### config.mk
export PLATFORM = sky130hd
export DESIGN_NAME = dsp48a1_mac_ctrl
export DESIGN_NICKNAME = d
export VERILOG_FILES = /design/src/rtl/dsp48a1_mac_ctrl.sv
export SDC_FILE = /design/constraint.sdc
export NUM_CORES = 1
export LEC_CHECK = 0
export CORE_ASPECT_RATIO = 0.9
export CORE_MARGIN = 2
export CORE_UTILIZATION = 45
export DETAILED_ROUTE_END_ITERATION = 10
export PLACE_DENSITY = 0.91
export SLEW_MARGIN = 20
export SYNTH_ARGS = -nofsm -noshare
export SYNTH_HDL_FRONTEND = slang
export SYNTH_SLANG_ARGS = --single-unit
export TNS_END_PERCENT = 20
### constraint.sdc
create_clock -name clk -period 5.4 [get_ports clk]
set_input_delay 0.81 -clock clk [delete_from_list [all_inputs] [get_ports clk]]
set_output_delay 0.81 -clock clk [all_outputs]
set_load 0.02 [all_outputs]
### src/rtl/dsp48a1_mac_ctrl.sv
// Multiply-accumulate sequencer for a DSP48A1 slice: issues operand pairs,
// steers opmode through a tag line and returns one dot product per vector.
module dsp48a1_mac_ctrl #(
    parameter int PIPE_LAT = 3,
    parameter int OP_DLY   = 1,
    parameter int CNT_W    = 16
) (
    input  logic             clk,
    input  logic             rst,
    input  logic             s_valid,
    output logic             s_ready,
    input  logic [17:0]      s_a,
    input  logic [17:0]      s_b,
    input  logic             s_last,
    output logic             r_valid,
    input  logic             r_ready,
    output logic [47:0]      r_data,
    output logic [CNT_W-1:0] r_count,
    output logic [17:0]      dsp_a,
    output logic [17:0]      dsp_b,
    output logic [7:0]       dsp_opmode,
    output logic             dsp_ce_ab,
    output logic             dsp_ce_mp,
    output logic             dsp_rst_p,
    input  logic [47:0]      dsp_p
);

    typedef enum logic [1:0] {IDLE, RUN, DRAIN, DONE} state_t;

    localparam int DW = $clog2(PIPE_LAT + 1);

    state_t          state_q, state_d;
    logic [DW-1:0]   drain_q;
    logic [1:0]      tag_q [0:OP_DLY];
    logic            fresh_q;
    logic [47:0]     r_data_q;
    logic            hs;
    logic            first_hs;

    assign hs       = s_valid & s_ready;
    assign first_hs = hs & (state_q == IDLE);

    always_ff @(posedge clk) begin
        if (rst) state_q <= IDLE;
        else     state_q <= state_d;
    end

    always_comb begin
        state_d = state_q;
        case (state_q)
            IDLE:    if (hs) state_d = s_last ? DRAIN : RUN;
            RUN:     if (hs && s_last) state_d = DRAIN;
            DRAIN:   if (drain_q == DW'(PIPE_LAT - 1)) state_d = DONE;
            DONE:    if (r_ready) state_d = IDLE;
            default: state_d = IDLE;
        endcase
    end

    always_comb begin
        s_ready   = ~rst & ((state_q == IDLE) | (state_q == RUN));
        r_valid   = ~rst & (state_q == DONE);
        dsp_ce_mp = ~rst & ((state_q == RUN) | (state_q == DRAIN));
        dsp_rst_p = rst;
        case (tag_q[OP_DLY])
            2'b11:   dsp_opmode = 8'h01;
            2'b10:   dsp_opmode = 8'h09;
            default: dsp_opmode = 8'h08;
        endcase
        // P only settles on the edge that enters DONE, so the first DONE
        // cycle forwards it directly; the register holds it from then on.
        r_data = fresh_q ? dsp_p : r_data_q;
    end

    always_ff @(posedge clk) begin
        if (rst) begin
            dsp_a     <= '0;
            dsp_b     <= '0;
            dsp_ce_ab <= 1'b0;
            r_count   <= '0;
            drain_q   <= '0;
            fresh_q   <= 1'b0;
            r_data_q  <= '0;
            for (int unsigned i = 0; i <= OP_DLY; i++) tag_q[i] <= '0;
        end else begin
            dsp_ce_ab <= hs;
            if (hs) begin
                dsp_a <= s_a;
                dsp_b <= s_b;
                if (first_hs)     r_count <= CNT_W'(1);
                else if (~&r_count) r_count <= r_count + 1'b1;
            end
            tag_q[0] <= {hs, first_hs};
            for (int unsigned i = 1; i <= OP_DLY; i++) tag_q[i] <= tag_q[i-1];
            drain_q <= (state_q == DRAIN) ? drain_q + 1'b1 : '0;
            fresh_q <= (state_q == DRAIN) && (state_d == DONE);
            if (fresh_q) r_data_q <= dsp_p;
        end
    end

endmodule

==> flow_metrics.py, run 1 <==
metrics = {
    "status": {
        "run_status": "complete, no violations",
    },
    "setup_path": {
        "required_ns": 4.59,
        "worstSetupPathType": "in -> out",
        "crit_slowest_cell": "sky130_fd_sc_hd__clkdlybuf4s50_1",
        "critical_path.max_fanout": 19,
        "timing.critical_path.max_delay_family": "buffers and inverters",
        "cp_common_cell": "sky130_fd_sc_hd__clkdlybuf4s50_1",
        "cp.arrival_ns": 2.47,
        "worst_path_largest_cell_delay_ns": 0.92,
        "cp_cell_sequence": "clkdlybuf4s50_1, clkdlybuf4s50_1",
        "critical_path.endpoint_type": "output pin",
        "worstPathBufferInverterCount": 2,
        "start_kind": "input pin",
    },
    "synthesis": {
        "synth-seq-area-share": 0.474,
        "netlist_instances": 489,
        "synth_top_cell_area_share": 0.474,
        "synth.lib_cells_used.distinct": 63,
        "ys_ff_latch": 109,
        "yosys_warnings": 0,
        "synthesis.area_per_instance_um2": 9.42,
        "synth_enable_flop_cells": 0,
        "synth_top_area_cell": "sky130_fd_sc_hd__dfxtp_1",
        "async_flop_share": 0,
        "synth-main-ff-cell": "sky130_fd_sc_hd__dfxtp_1",
        "post_synth_main_area_contributors": "sky130_fd_sc_hd__dfxtp_1 47%, sky130_fd_sc_hd__mux2_2 12%, sky130_fd_sc_hd__nand2_1 7.0%",
        "synth_area_um2": 4610,
    },
    "clocking": {
        "ctsResizeCount": 0,
        "cts_tree": "built",
        "cts_root_buffer_type": "sky130_fd_sc_hd__clkbuf_16",
        "cts_made_buffers": 9,
        "clock_path_buffers": 2,
        "clock_sink_count": 109,
        "post-cts-setup-buffer-count": 0,
        "cts.htree.levels": 3,
        "cts_hold_buffers": 0,
        "clock_insertion_delay_worst_skew_ns": 0.34,
        "clkSlewWorstSetupHoldPaths_ns": 0.07,
    },
    "placed_design": {
        "routabilityCongestion": 0.859,
        "buffer_ports.inserted": 195,
        "dp.final_hpwl_um": 8770,
        "dp_cells": 785,
    },
    "layout": {
        "layoutNonFillerInstCount": 801,
        "area.sequential_um2": 2190,
        "antennaDiodeCount": 0,
        "layout-drive-gt1-share": 0.119,
        "area.growth.synth_to_final_pct": 49.1,
        "multi_input_area_um2": 2230,
        "final.fill_count": 757,
        "fin_nets": 763,
    },
    "sta": {
        "timing.fmax_mhz": 304,
        "worst_slew_margin_rel": 0.532,
        "tightest_slew_ns": 0.700,
        "unrepaired_setup_endpoints_after_global_routing": "false",
        "hold_viol_final": 0,
        "final.min_clock_period_ns": 3.28,
        "period_share": 0.608,
        "setup_total_negative_slack_ns": 0,
        "final.setup_skew_ns": 0.0126,
        "drv_slew": 0,
        "setup_violations": 0,
    },
    "power": {
        "power.ir.vdd_worst_v": 0.000204,
        "seq_power_share": 0.407,
        "clock_power_share": 0.266,
        "power.share.switching": 0.329,
        "net-switching-power_mw": 0.772,
        "cell_internal_pwr_mw": 1.58,
        "share_comb_of_total_power": 0.328,
        "power.density_cell_area_nw_per_um2": 342,
        "leakage_nw": 2.77,
    },
    "detailed_routing": {
        "detail_route.first_pass.iterations": 4,
        "post_drt_wl_per_cell_um": 15.1,
        "maxUsedRoutingLayer": "met4",
        "met2_wirelength_um": 5720,
        "detailedRoute.firstIterationViolations": 146,
        "wirelength_um": 12100,
        "route.vias.total": 4141,
        "route.detailed.vias_per_inst": 5.17,
        "drt_drc_violations_left": 0,
        "antenna_left": 0,
        "met3_wirelength_um": 779,
        "met1Wirelength_um": 5280,
    },
    "global_routing": {
        "grt_first_pass_wirelength_um": 19000,
        "grt_antenna_before_repair": 0,
        "grt_pass1_vias": 3797,
        "globalRoute.totalOverflow": 0,
        "grt_start_max_net_pins": 49,
        "grt_use_total": 0.208,
    },
    "job": {
        "maxCapViolCount": 0,
    },
    "floorplan": {
        "die_x_extent_um": 111,
        "die_area_um2": 11100,
        "rows": 35,
        "starting_utilization_of_the_core_area": 0.455,
        "io-pin-count": 202,
        "floorplan.die.height_um": 100,
        "floorplan.core_area_um2": 10100,
    },
    "hold_path": {
        "worstHoldPathType": "reg -> reg",
    },
}
[placed cells by master (no fill, tap or decap), types with 4 or more instances in the layout]
cell type	instances
sky130_fd_sc_hd__o21ai_0	7
sky130_fd_sc_hd__ha_1	7
sky130_fd_sc_hd__nor2_1	8
sky130_fd_sc_hd__nor3_1	7
sky130_fd_sc_hd__clkbuf_16	9
sky130_fd_sc_hd__dfxtp_1	108
sky130_fd_sc_hd__nand2_1	86
sky130_fd_sc_hd__conb_1	6
sky130_fd_sc_hd__mux2_2	48
sky130_fd_sc_hd__nor2b_1	6
sky130_fd_sc_hd__a211oi_1	8
sky130_fd_sc_hd__nand4_1	4
sky130_fd_sc_hd__clkdlybuf4s50_1	195
sky130_fd_sc_hd__and2_1	49
sky130_fd_sc_hd__nand3_1	41
sky130_fd_sc_hd__inv_1	9
sky130_fd_sc_hd__a21oi_1	8
[kinds of logic (layout without fill, tap and decap cells)]
group / after synthesis / in the layout / share of synthesized area
and+or+nand+nor: 226 / 226 / 0.256
DFF: 109 / 109 / 0.474
AOI/OAI and AO/OA: 51 / 51 / 0.0842
muxes: 49 / 49 / 0.120
buffers and inverters: 46 / 224 / 0.0473
adders and majority gates: 7 / 7 / 0.0190
other: 1 / 6 / 0.000814
[power by group through the flow]
| stage | Clock [mW] | Combinational, mW | Sequential, mW |
|---|---|---|---|
| 6_report | 0.624 | 0.770 | 0.955 |
| 5_1_grt | 0.679 | 0.826 | 0.967 |
| 4_1_cts | 0.644 | 0.772 | 0.955 |
| 3_5_place_dp | 0 | 0.768 | 0.973 |
| 3_3_place_gp | 0 | 0.750 | 0.966 |
| 2_1_floorplan | 0 | 0.376 | 1.03 |
[synth_stat cells (all sizes together), types with 2 or more instances]
cell type  count
a21o           2
and2          49
a2111oi        2
nor2           8
or4            2
o21a           2
and4           2
o211ai         3
mux2          48
nor3           8
nand2         86
nor2b          6
nand3b         2
nand3         44
o21ai          7
o32ai          2
o211a          3
a211oi         8
or3            2
nor4           3
a21oi          8
ha             7
nand4          4
clkbuf        13
inv           10
nand2b         3
buf           23
or2            2
dfxtp        109
[sequential cells by signal, summed over array words and instances (netlist names)]
signal and flops:
drain_q 2, tag_q 4, dsp_b 18, fresh_q 1, r_count 16, r_data_q 48, dsp_a 18, state_q 2
[layout make-up]
type                       instances  share of cell area
inverter                          10             0.00546
tap                              129              0.0235
clock buffer                      10              0.0333
clock inverter                     6             0.00820
multi-input combinational        339               0.324
timing repair buffer             198               0.287
sequential                       109               0.318
[metal layers]
metal | GRT usage | vias up
li1 | - | 2025
met1 | 0.259 | 1914
met2 | 0.358 | 177
met3 | 0.0519 | 25
met4 | 0.0625 | 0
met5 | 0 | -
[path summary, 6_finish.rpt]
path,start,endpoint,slack (ns),cells past startpoint
worst min register to register,drain_q[0]$_SDFF_PP0_,drain_q[0]$_SDFF_PP0_,0.41,1
worst min-delay path,drain_q[0]$_SDFF_PP0_,drain_q[0]$_SDFF_PP0_,0.41,1
worst max-delay path,rst,dsp_rst_p,2.12,2
worst max register to register,state_q[0]$_SDFF_PP0_,r_count[0]$_SDFFE_PP0P_,2.93,7
[stage by stage]
stage	power [mW]	area, µm²	utilization	hold WS (ns)	worst slack (ns)
final	2.35	6870	0.679	0.410	2.12
after global routing	2.47	6870	0.679	0.455	2.01
after CTS	2.37	6870	0.679	0.417	2.09
after detailed placement	1.74	6580	0.651	0.407	2.09
after global placement	1.72	6580	0.651	0.400	2.11
after floorplan	1.41	4630	-	0.393	3.11
Note: power is estimated with default switching activity, not from simulation.
==> run 2, diff against run 1 <==
--- a/config.mk
+++ b/config.mk
@@ -7,9 +7,9 @@
 export LEC_CHECK = 0
 export CORE_ASPECT_RATIO = 0.9
 export CORE_MARGIN = 2
-export CORE_UTILIZATION = 45
+export CORE_UTILIZATION = 42
 export DETAILED_ROUTE_END_ITERATION = 10
-export PLACE_DENSITY = 0.91
+export PLACE_DENSITY = 0.86
 export SLEW_MARGIN = 20
 export SYNTH_ARGS = -nofsm -noshare
 export SYNTH_HDL_FRONTEND = slang
==> constraint.sdc (replaced) <==
create_clock -name clk -period 3.1 [get_ports clk]
set_input_delay 0.465 -clock clk [delete_from_list [all_inputs] [get_ports clk]]
set_output_delay 0.465 -clock clk [all_outputs]
set_load 0.02 [all_outputs]
==> flow_metrics.py, run 2 (synthesized netlist as in run 1, its figures left out) <==
metrics = {
    "setup_path": {
        "worst_path_largest_cell_delay_ns": 0.55,
        "start_kind": "flip-flop",
        "required_ns": 2.63,
        "cp_common_cell": "sky130_fd_sc_hd__nor2_1",
        "cp.arrival_ns": 2.23,
        "cp_cell_sequence": "inv_1, ha_1, nor2_1, nor2_1, clkdlybuf4s50_1",
        "critical_path.max_fanout": 12,
        "crit_slowest_cell": "sky130_fd_sc_hd__clkdlybuf4s50_1",
        "setup.reg_to_reg.worst_slack_ns": 0.74,
        "critical_path.endpoint_type": "output pin",
        "worstSetupPathType": "reg -> out",
    },
    "power": {
        "share_comb_of_total_power": 0.332,
        "power.density_cell_area_nw_per_um2": 596,
        "power.ir.vdd_worst_v": 0.000369,
        "seq_power_share": 0.401,
        "net-switching-power_mw": 1.36,
        "fin_total_pwr_mw": 4.11,
        "clock_power_share": 0.267,
        "power.share.switching": 0.331,
        "leakage_nw": 2.78,
        "cell_internal_pwr_mw": 2.75,
    },
    "floorplan": {
        "floorplan.core_area_um2": 10800,
        "die_x_extent_um": 114,
        "starting_utilization_of_the_core_area": 0.428,
        "floorplan.die.height_um": 103,
        "io-pin-count": 202,
        "rows": 36,
        "die_area_um2": 11800,
    },
    "clocking": {
        "cts_root_buffer_type": "sky130_fd_sc_hd__clkbuf_16",
        "cts.htree.levels": 3,
        "cts_made_buffers": 9,
        "cts_tree": "built",
        "cts_hold_buffers": 0,
        "clock_insertion_delay_worst_skew_ns": 0.35,
        "ctsResizeCount": 0,
        "clkSlewWorstSetupHoldPaths_ns": 0.07,
        "clock_path_buffers": 2,
        "clock_sink_count": 109,
        "post-cts-setup-buffer-count": 0,
    },
    "detailed_routing": {
        "detail_route.first_pass.iterations": 4,
        "route.vias.total": 4194,
        "route.detailed.vias_per_inst": 5.18,
        "post_drt_wl_per_cell_um": 15.8,
        "antenna_left": 0,
        "wirelength_um": 12800,
        "drt_drc_violations_left": 0,
        "detailedRoute.firstIterationViolations": 204,
    },
    "sta": {
        "setup_total_negative_slack_ns": 0,
        "drv_slew": 0,
        "unrepaired_setup_endpoints_after_global_routing": "false",
        "period_share": 0.868,
        "worst_slew_margin_rel": 0.509,
        "whs_ns": 0.421,
        "final.min_clock_period_ns": 2.69,
        "final.setup_skew_ns": 0.0115,
        "setup_violations": 0,
        "timing.fmax_mhz": 372,
        "tightest_slew_ns": 0.733,
        "hold_viol_final": 0,
    },
    "layout": {
        "layout-drive-gt1-share": 0.126,
        "final.fill_count": 875,
        "registers.top_by_ff_count": "r_data_q",
        "antennaDiodeCount": 0,
        "layout.cells.most_common_list": "195 x sky130_fd_sc_hd__clkdlybuf4s50_1, 108 x sky130_fd_sc_hd__dfxtp_1, 86 x sky130_fd_sc_hd__nand2_1",
        "finalInstanceArea_um2": 6900,
        "postLayoutCoreUtil": 0.641,
        "biggestRegsByFlops": "r_data_q (48), dsp_a (18), dsp_b (18)",
        "largest_register_ff_count": 48,
        "fin_nets": 767,
        "area.growth.synth_to_final_pct": 49.8,
        "multi_input_area_um2": 2230,
        "most_common_cell_after_layout_fill_and_taps_aside": "sky130_fd_sc_hd__clkdlybuf4s50_1",
        "area.sequential_um2": 2180,
    },
    "global_routing": {
        "grt_antenna_before_repair": 0,
        "grt_pass1_vias": 3984,
        "grt_start_max_net_pins": 49,
        "grt_first_pass_wirelength_um": 19700,
        "grt_use_total": 0.210,
        "globalRoute.totalOverflow": 0,
    },
    "placed_design": {
        "dp.final_hpwl_um": 9220,
        "placedInstanceArea_um2": 6620,
        "buffer_ports.inserted": 195,
        "routabilityCongestion": 0.900,
    },
    "hold_path": {
        "worstHoldPathType": "reg -> reg",
    },
    "job": {
        "maxCapViolCount": 0,
    },
    "status": {
        "run_status": "complete, no violations",
    },
}
[run 2: changes by cell type in the layout (fill, tap and decap cells not counted), sizes merged]
cell,previous run,this run
clkinvlp,0,3
clkbuf,10,9
clkinv,3,1
buf,3,7
[run 2: power by group through the flow]
stage / combinational (mW) / clock, mW / sequential [mW]
floorplan: 0.655 / 0 / 1.79
global placement: 1.32 / 0 / 1.67
detailed placement: 1.36 / 0 / 1.68
CTS: 1.37 / 1.12 / 1.65
global route: 1.47 / 1.18 / 1.67
finish: 1.36 / 1.10 / 1.65
[run 2: routing by layer]
metal | vias to the layer above | wire, µm | track usage
li1 | 2029 | - | -
met1 | 1933 | 5420 | 0.264
met2 | 201 | 6040 | 0.350
met3 | 29 | 946 | 0.0484
met4 | 2 | 340 | 0.0854
met5 | - | 5 | 0
[run 2: final timing paths]
check                                            from               endpoint  cells after the start
worst min register to register  drain_q[0]$_SDFF_PP0_  drain_q[0]$_SDFF_PP0_                      1
worst max register to register  state_q[0]$_SDFF_PP0_     fresh_q$_SDFF_PP0_                      7
worst min-delay path            drain_q[0]$_SDFF_PP0_  drain_q[0]$_SDFF_PP0_                      1
worst max-delay path            state_q[0]$_SDFF_PP0_                s_ready                      5
[run 2: cell type report]
cell class | instances | share of cell area
Clock buffer | 9 | 0.0326
Clock inverter | 7 | 0.00816
Timing Repair Buffer | 202 | 0.291
Tap cell | 133 | 0.0241
Multi-Input combinational cell | 339 | 0.323
Inverter | 10 | 0.00544
Sequential cell | 109 | 0.316
[run 2: through the flow]
step | setup slack, ns | std cells
after floorplan | 1.21 | 494
after global placement | 0.590 | 793
after detailed placement | 0.486 | 793
after CTS | 0.382 | 809
after global routing | 0.248 | 809
final | 0.409 | 809
[run 2: worst max-delay path: cells and delay by family (launching register included)]
kind / cells / cell delay [ns]
and+or+nand+nor: 2 / 0.41
DFF: 1 / 0.43
adders and majority gates: 1 / 0.36
buffers and inverters: 2 / 0.67
==> variant 1, RTL diff (flow settings as in run 1) <==
The parameter `PIPE_LAT` goes from 3 to 6.
--- a/src/rtl/dsp48a1_mac_ctrl.sv
+++ b/src/rtl/dsp48a1_mac_ctrl.sv
@@ -3,3 +3,3 @@
 module dsp48a1_mac_ctrl #(
-    parameter int PIPE_LAT = 3,
+    parameter int PIPE_LAT = 6,
     parameter int OP_DLY   = 1,
Behaviour: not the same (Yosys sat finds a counterexample within 10 cycles, from zero or initial values and one cycle with rst high).
==> variant 1 against run 1 <==
  * Wire length shrank 0.17%
  * Worst hold slack gained 0.039 ns
  * Total power shrank 17%
  * Sequential cell count grew 1
  * Worst setup slack lost 0.079 ns
  * Maximum frequency shrank 2.3%
  * Register-to-register slack lost 0.49 ns
  * Synthesized area grew 0.76%
  * Via count shrank 0.94%
  * Largest cell class unchanged
  * Critical path type is now flip-flop to primary output
  * Final area is essentially flat
==> variant 1: results (changes against run 1) <==
By area the synthesized netlist is led by sky130_fd_sc_hd__dfxtp_1 47%, sky130_fd_sc_hd__mux2_2 12%, sky130_fd_sc_hd__and2_1 6.9%. The post-route clock skew came out at 0.00594 ns (-0.00670 ns). The initial detailed-routing violation count is 198 (+36%). The number of nets in the layout is 767 (+0.52%).

The initial antenna violation count came out at 0 (unchanged). The distinct cell type count of the synthesized netlist is 51 (-19%). The number of instances in the placed design came out at 788 (+0.38%). The area of placed instances is 6590 sq um (about the same).

The half-perimeter wire length after placement is 8730 um (-0.50%). The max-slew headroom at the worst pin came to 39.8% (-13 points). The largest vdd supply drop came out at 170 uV (-17%). The global-route total usage across every layer came out at 20.4% (-0.41 points).

The antenna diode count is 0 (unchanged). The first-pass GRT wire length is 18800 um (-0.87%). The clock insertion delay at the later pin of the skew report came out at 0.33 ns. The commonest cells after synthesis are 110 x sky130_fd_sc_hd__dfxtp_1, 85 x sky130_fd_sc_hd__nand2_1, 51 x sky130_fd_sc_hd__and2_1. The number of global-route vias before repair came out at 3985 (+5.0%).

The number of buffers created by CTS was 9 (unchanged). The vias per cell is 5.11 (-1.2%). The clock period minus final worst setup slack came out at 3.36 ns (+0.0789 ns). The number of gates resized after CTS came to 0 (unchanged).

The largest registers in the layout are r_data_q x48, dsp_a x18, dsp_b x18. In this run the worst hold path is classified as flip-flop to flip-flop. The final weighted congestion of routability-driven global placement is 0.876 (+2.0%). The portion of the post-synthesis area used by sequential elements is 47.4% (+0.074 points). The number of vias in the routed layout was 4102 (-0.94%). The peak fanout along the critical path came out at 27 (+8). The number of iterations in the first detailed-routing pass is 4 (unchanged). The total setup buffers inserted after CTS is 0 (unchanged). The critical path arrival is 2.55 ns (+0.08 ns). The share of cells above drive strength 1 is 11.0% (-0.93 points). STA classifies the critical path startpoint as a flip-flop. The level count of the clock H-tree was 3 (unchanged). The clock edge transition at the registers on the reported setup and hold paths was 0.07 ns (about the same). The number of port buffers is 195 (unchanged).

The proportion of register bits with asynchronous set or reset after synthesis came to 0% (unchanged). The number of warnings issued by yosys is 0 (unchanged). The tree is rooted in a sky130_fd_sc_hd__clkbuf_16.

The flow ran to the end, and the final reports show no timing, DRC or antenna violations. The largest net degree at the start of global routing is 76 (+55%). The mean instance size in the synthesized netlist is 9.32 sq um (-1.1%). The final wirelength came out at 12100 um (-0.17%).

The maximum clock path buffer count came out at 2 (unchanged). The leakage power came out at 2.62 nW (-5.5%).
==> variant 1: cell count changes after synthesis, sizes merged, moves of 5 or more <==
cell | before | now
nor2 | 8 | 13
a31oi | 1 | 11
buf | 23 | 17
nand3 | 44 | 6
o21ai | 7 | 43
nor3 | 8 | 3
clkbuf | 13 | 25
==> variant 1: power by group <==
part	switching (mW)	leakage [nW]	internal, mW	total [mW]
combinational	0.226	1.59	0.208	0.434
sequential	0.0320	0.895	0.862	0.894
clock	0.299	0.137	0.329	0.628
total	0.557	2.62	1.40	1.96
==> variant 1: cell type report <==
type / count / area [sq um]
Sequential cell: 110 / 2210
Tap cell: 129 / 161
Multi-Input combinational cell: 344 / 2220
Inverter: 7 / 26.3
Fill cell: 772 / 3280
Clock inverter: 5 / 45.0
Timing Repair Buffer: 198 / 1970
Clock buffer: 10 / 239
==> variant 1: logic make-up after synthesis <==
group	after synthesis	share of synthesized area, %
other	1	0.0808
xor gates and xnor gates	1	0.189
and+or+nand+nor	192	21.3
AOI/OAI and AO/OA	88	11.9
muxes	49	11.9
adders and majority gates	8	2.16
DFF	110	47.4
buffers and inverters	49	5.12
==> variant 1: stage by stage <==
step / power, mW / worst slack, ns
final: 1.96 / 2.04
after global routing: 2.04 / 1.86
after CTS: 1.97 / 2.05
after detailed placement: 1.34 / 2.03
after global placement: 1.33 / 2.20
after floorplan: 1.14 / 3.06
==> variant 1: final timing paths <==
kind	start	end	slack (ns)	cells after the start
max reg2reg	state_q[0]	r_count[13]	2.44	7
min	dsp_a[17]	dsp_a[17]	0.45	2
max	state_q[0]	s_ready	2.04	5
min reg2reg	dsp_a[17]	dsp_a[17]	0.45	2
==> variant 1: layer usage <==
layer | routed length (um) | vias up | GRT usage (%)
li1 | - | 2038 | -
met1 | 5060 | 1865 | 24.3
met2 | 5820 | 180 | 36.1
met3 | 1010 | 19 | 5.92
met4 | 167 | 0 | 5.70
met5 | 0 | - | 0
==> variant 1: worst max-delay path, stage by stage (launching register included) <==
cell and delay, ns:
sky130_fd_sc_hd__dfxtp_1 0.36, sky130_fd_sc_hd__inv_1 0.12, sky130_fd_sc_hd__ha_1 0.76, sky130_fd_sc_hd__nor2_1 0.22, sky130_fd_sc_hd__nor2_1 0.14, sky130_fd_sc_hd__clkdlybuf4s50_1 0.61
==> variant 2, RTL diff (settings of run 1) <==
Made on the original files. Make the reset (`rst`) asynchronous in 2 clocked blocks.
--- a/src/rtl/dsp48a1_mac_ctrl.sv
+++ b/src/rtl/dsp48a1_mac_ctrl.sv
@@ -42,3 +42,3 @@
 
-    always_ff @(posedge clk) begin
+    always_ff @(posedge clk or posedge rst) begin
         if (rst) state_q <= IDLE;
@@ -73,3 +73,3 @@
 
-    always_ff @(posedge clk) begin
+    always_ff @(posedge clk or posedge rst) begin
         if (rst) begin
Check against the original RTL: differs if rst is asserted again (counterexample within 4 cycles, from zero or initial values and one cycle with rst high); with rst held inactive, the same outputs for 10 cycles.
==> variant 2 against run 1 <==
  * Worst hold slack worse by 0.063 ns
  * Worst setup slack lost 0.16 ns
  * Wire length down 0.90%
  * Cell count fell by 8.1%
  * Largest power group is now combinational logic
  * Synthesized area rose by 0.49%
  * Final area is 1.3% higher
  * Critical endpoint is now fresh_q
  * Sequential cell count did not move
  * Largest cell class is now flip-flops and latches
  * Total power rose by 46%
==> variant 2: results (changes against run 1) <==
The flow ran to the end, and the final reports show no timing, DRC or antenna violations. The met1 wire length is 5060 um (-4.2%). The proportion of register bits with asynchronous set or reset after synthesis was 100% (+100 points). The largest vdd supply drop is 305 uV (+50%). The area share of the leading cell type in the synthesized netlist came out at 58.9% (+12 points). On the critical path, the stage with the largest delay is an instance of sky130_fd_sc_hd__inv_1. In the final layout, the registers with the most flip-flops are r_data_q x48, dsp_a x18, dsp_b x18. The clock edge transition at the registers on the reported setup and hold paths is 0.07 ns (about the same). The global-route track usage on met3 came to 4.77% (-0.42 points). The global routing usage on met1 came out at 28.0% (+2.0 points). The peak fanout along the critical path came out at 44 (+25). The post-synthesis adder-cell area fraction was 1.89% (-0.0092 points). The net load switching power came out at 1.22 mW (+58%).

The number of global-route vias before repair is 3742 (-1.4%). The clock period minus final worst setup slack came out at 3.45 ns (+0.162 ns). The register-to-register path setup slack was 2.04 ns (-0.89 ns). The max-slew headroom at the worst pin came out at 32.4% (-21 points). The half-perimeter wire length after placement is 8910 um (+1.5%). The leakage power is 3.15 nW (+14%).

The routed length per placed instance was 16.3 um (+7.9%). The most used flip-flop cell after synthesis is sky130_fd_sc_hd__dfrtp_1. The portion of the post-synthesis area used by sequential elements is 58.9% (+12 points). The post-synthesis mux area share was 11.7% (-0.27 points). The global routing met2 resource utilization came out at 36.6% (+0.76 points).

The share of the synthesized area in compound gates (AO/OA/AOI/OAI) is 6.68% (-1.7 points). The share of cells above drive strength 1 is 13.2% (+1.3 points). Sorting the synthesized cells by area gives the leading types as sky130_fd_sc_hd__dfrtp_1 59%, sky130_fd_sc_hd__mux2_2 12%, sky130_fd_sc_hd__nand2_1 9.5%. The met2 wirelength from detailed routing was 5860 um (+2.4%). The fill cell instance count of the final layout came out at 740 (-2.2%).

The largest net degree at the start of global routing came out at 64 (+31%). The worst hold margin is 0.347 ns (-0.0626 ns). The number of gates resized after CTS came out at 0 (unchanged).

The number of port buffers is 195 (unchanged). The global-route total usage across every layer is 21.5% (+0.79 points). The post-route clock skew is 0.00968 ns (-0.00296 ns). The vias per cell came out at 5.06 (-2.1%).

The number of maximum-capacitance violations came out at 0 (unchanged). The worst setup timing slack at the placement stage is 1.60 ns (-0.493 ns). The initial detailed-routing violation count came out at 201 (+38%). The number of nets in the layout is 698 (-8.5%).

The critical path arrival came out at 3.67 ns (+1.20 ns). The first-pass GRT wire length came out at 19100 um (+0.47%). The number of iterations in the first detailed-routing pass is 5 (+1). The detailed-routed wire length on met3 was 809 um (+3.9%).

The distinct cell type count of the synthesized netlist is 49 (-22%). The final weighted congestion of routability-driven global placement came out at 0.848 (-1.2%). Ranked by instance count, the synthesized netlist is headed by 117 x sky130_fd_sc_hd__nand2_1, 109 x sky130_fd_sc_hd__dfrtp_1, 48 x sky130_fd_sc_hd__mux2_2.
[variant 2: cell types whose count changed after synthesis, moves of 4 or more]
| cell | delta |
|---|---|
| sky130_fd_sc_hd__a31oi_1 | +4 |
| sky130_fd_sc_hd__nand2_1 | +31 |
| sky130_fd_sc_hd__nor3_1 | -7 |
| sky130_fd_sc_hd__clkbuf_1 | -4 |
| sky130_fd_sc_hd__dfrtp_1 | +109 |
| sky130_fd_sc_hd__o22a_1 | +4 |
| sky130_fd_sc_hd__nand3_1 | -32 |
| sky130_fd_sc_hd__buf_2 | -4 |
| sky130_fd_sc_hd__and2_1 | -49 |
| sky130_fd_sc_hd__a211oi_1 | -7 |
| sky130_fd_sc_hd__dfxtp_1 | -109 |
[variant 2: final timing paths]
check / start / endpoint / cells after the start
max: rst / fresh_q / 7
min: tag_q[2] / tag_q[0] / 0
max reg2reg: state_q[0] / fresh_q / 8
min reg2reg: tag_q[2] / tag_q[0] / 0
max in group asynchronous: rst / fresh_q / 3
min in group asynchronous: rst / r_count[2] / 2
[variant 2: power groups by stage]
stage	clock network (mW)	logic, mW	registers, mW
2_1_floorplan	0	0.642	1.38
3_3_place_gp	0	1.50	1.23
3_5_place_dp	0	1.54	1.25
4_1_cts	0.693	1.54	1.23
5_1_grt	0.724	1.63	1.26
6_report	0.670	1.53	1.23
[variant 2: area by class of cell]
class / count / area share [%]
inverter: 10 / 0.576
timing repair buffer: 197 / 28.3
multi-input combinational: 275 / 25.1
tap: 129 / 2.32
clock buffer: 10 / 3.29
clock inverter: 6 / 1.21
sequential: 109 / 39.2
[variant 2: stage by stage]
stage                     area [sq um]  utilization, %  cells
after floorplan                   4650               -    420
after global placement            6640            65.7    720
after detailed placement          6640            65.7    720
after CTS                         6960            68.8    736
after global routing              6960            68.8    736
final                             6960            68.8    736
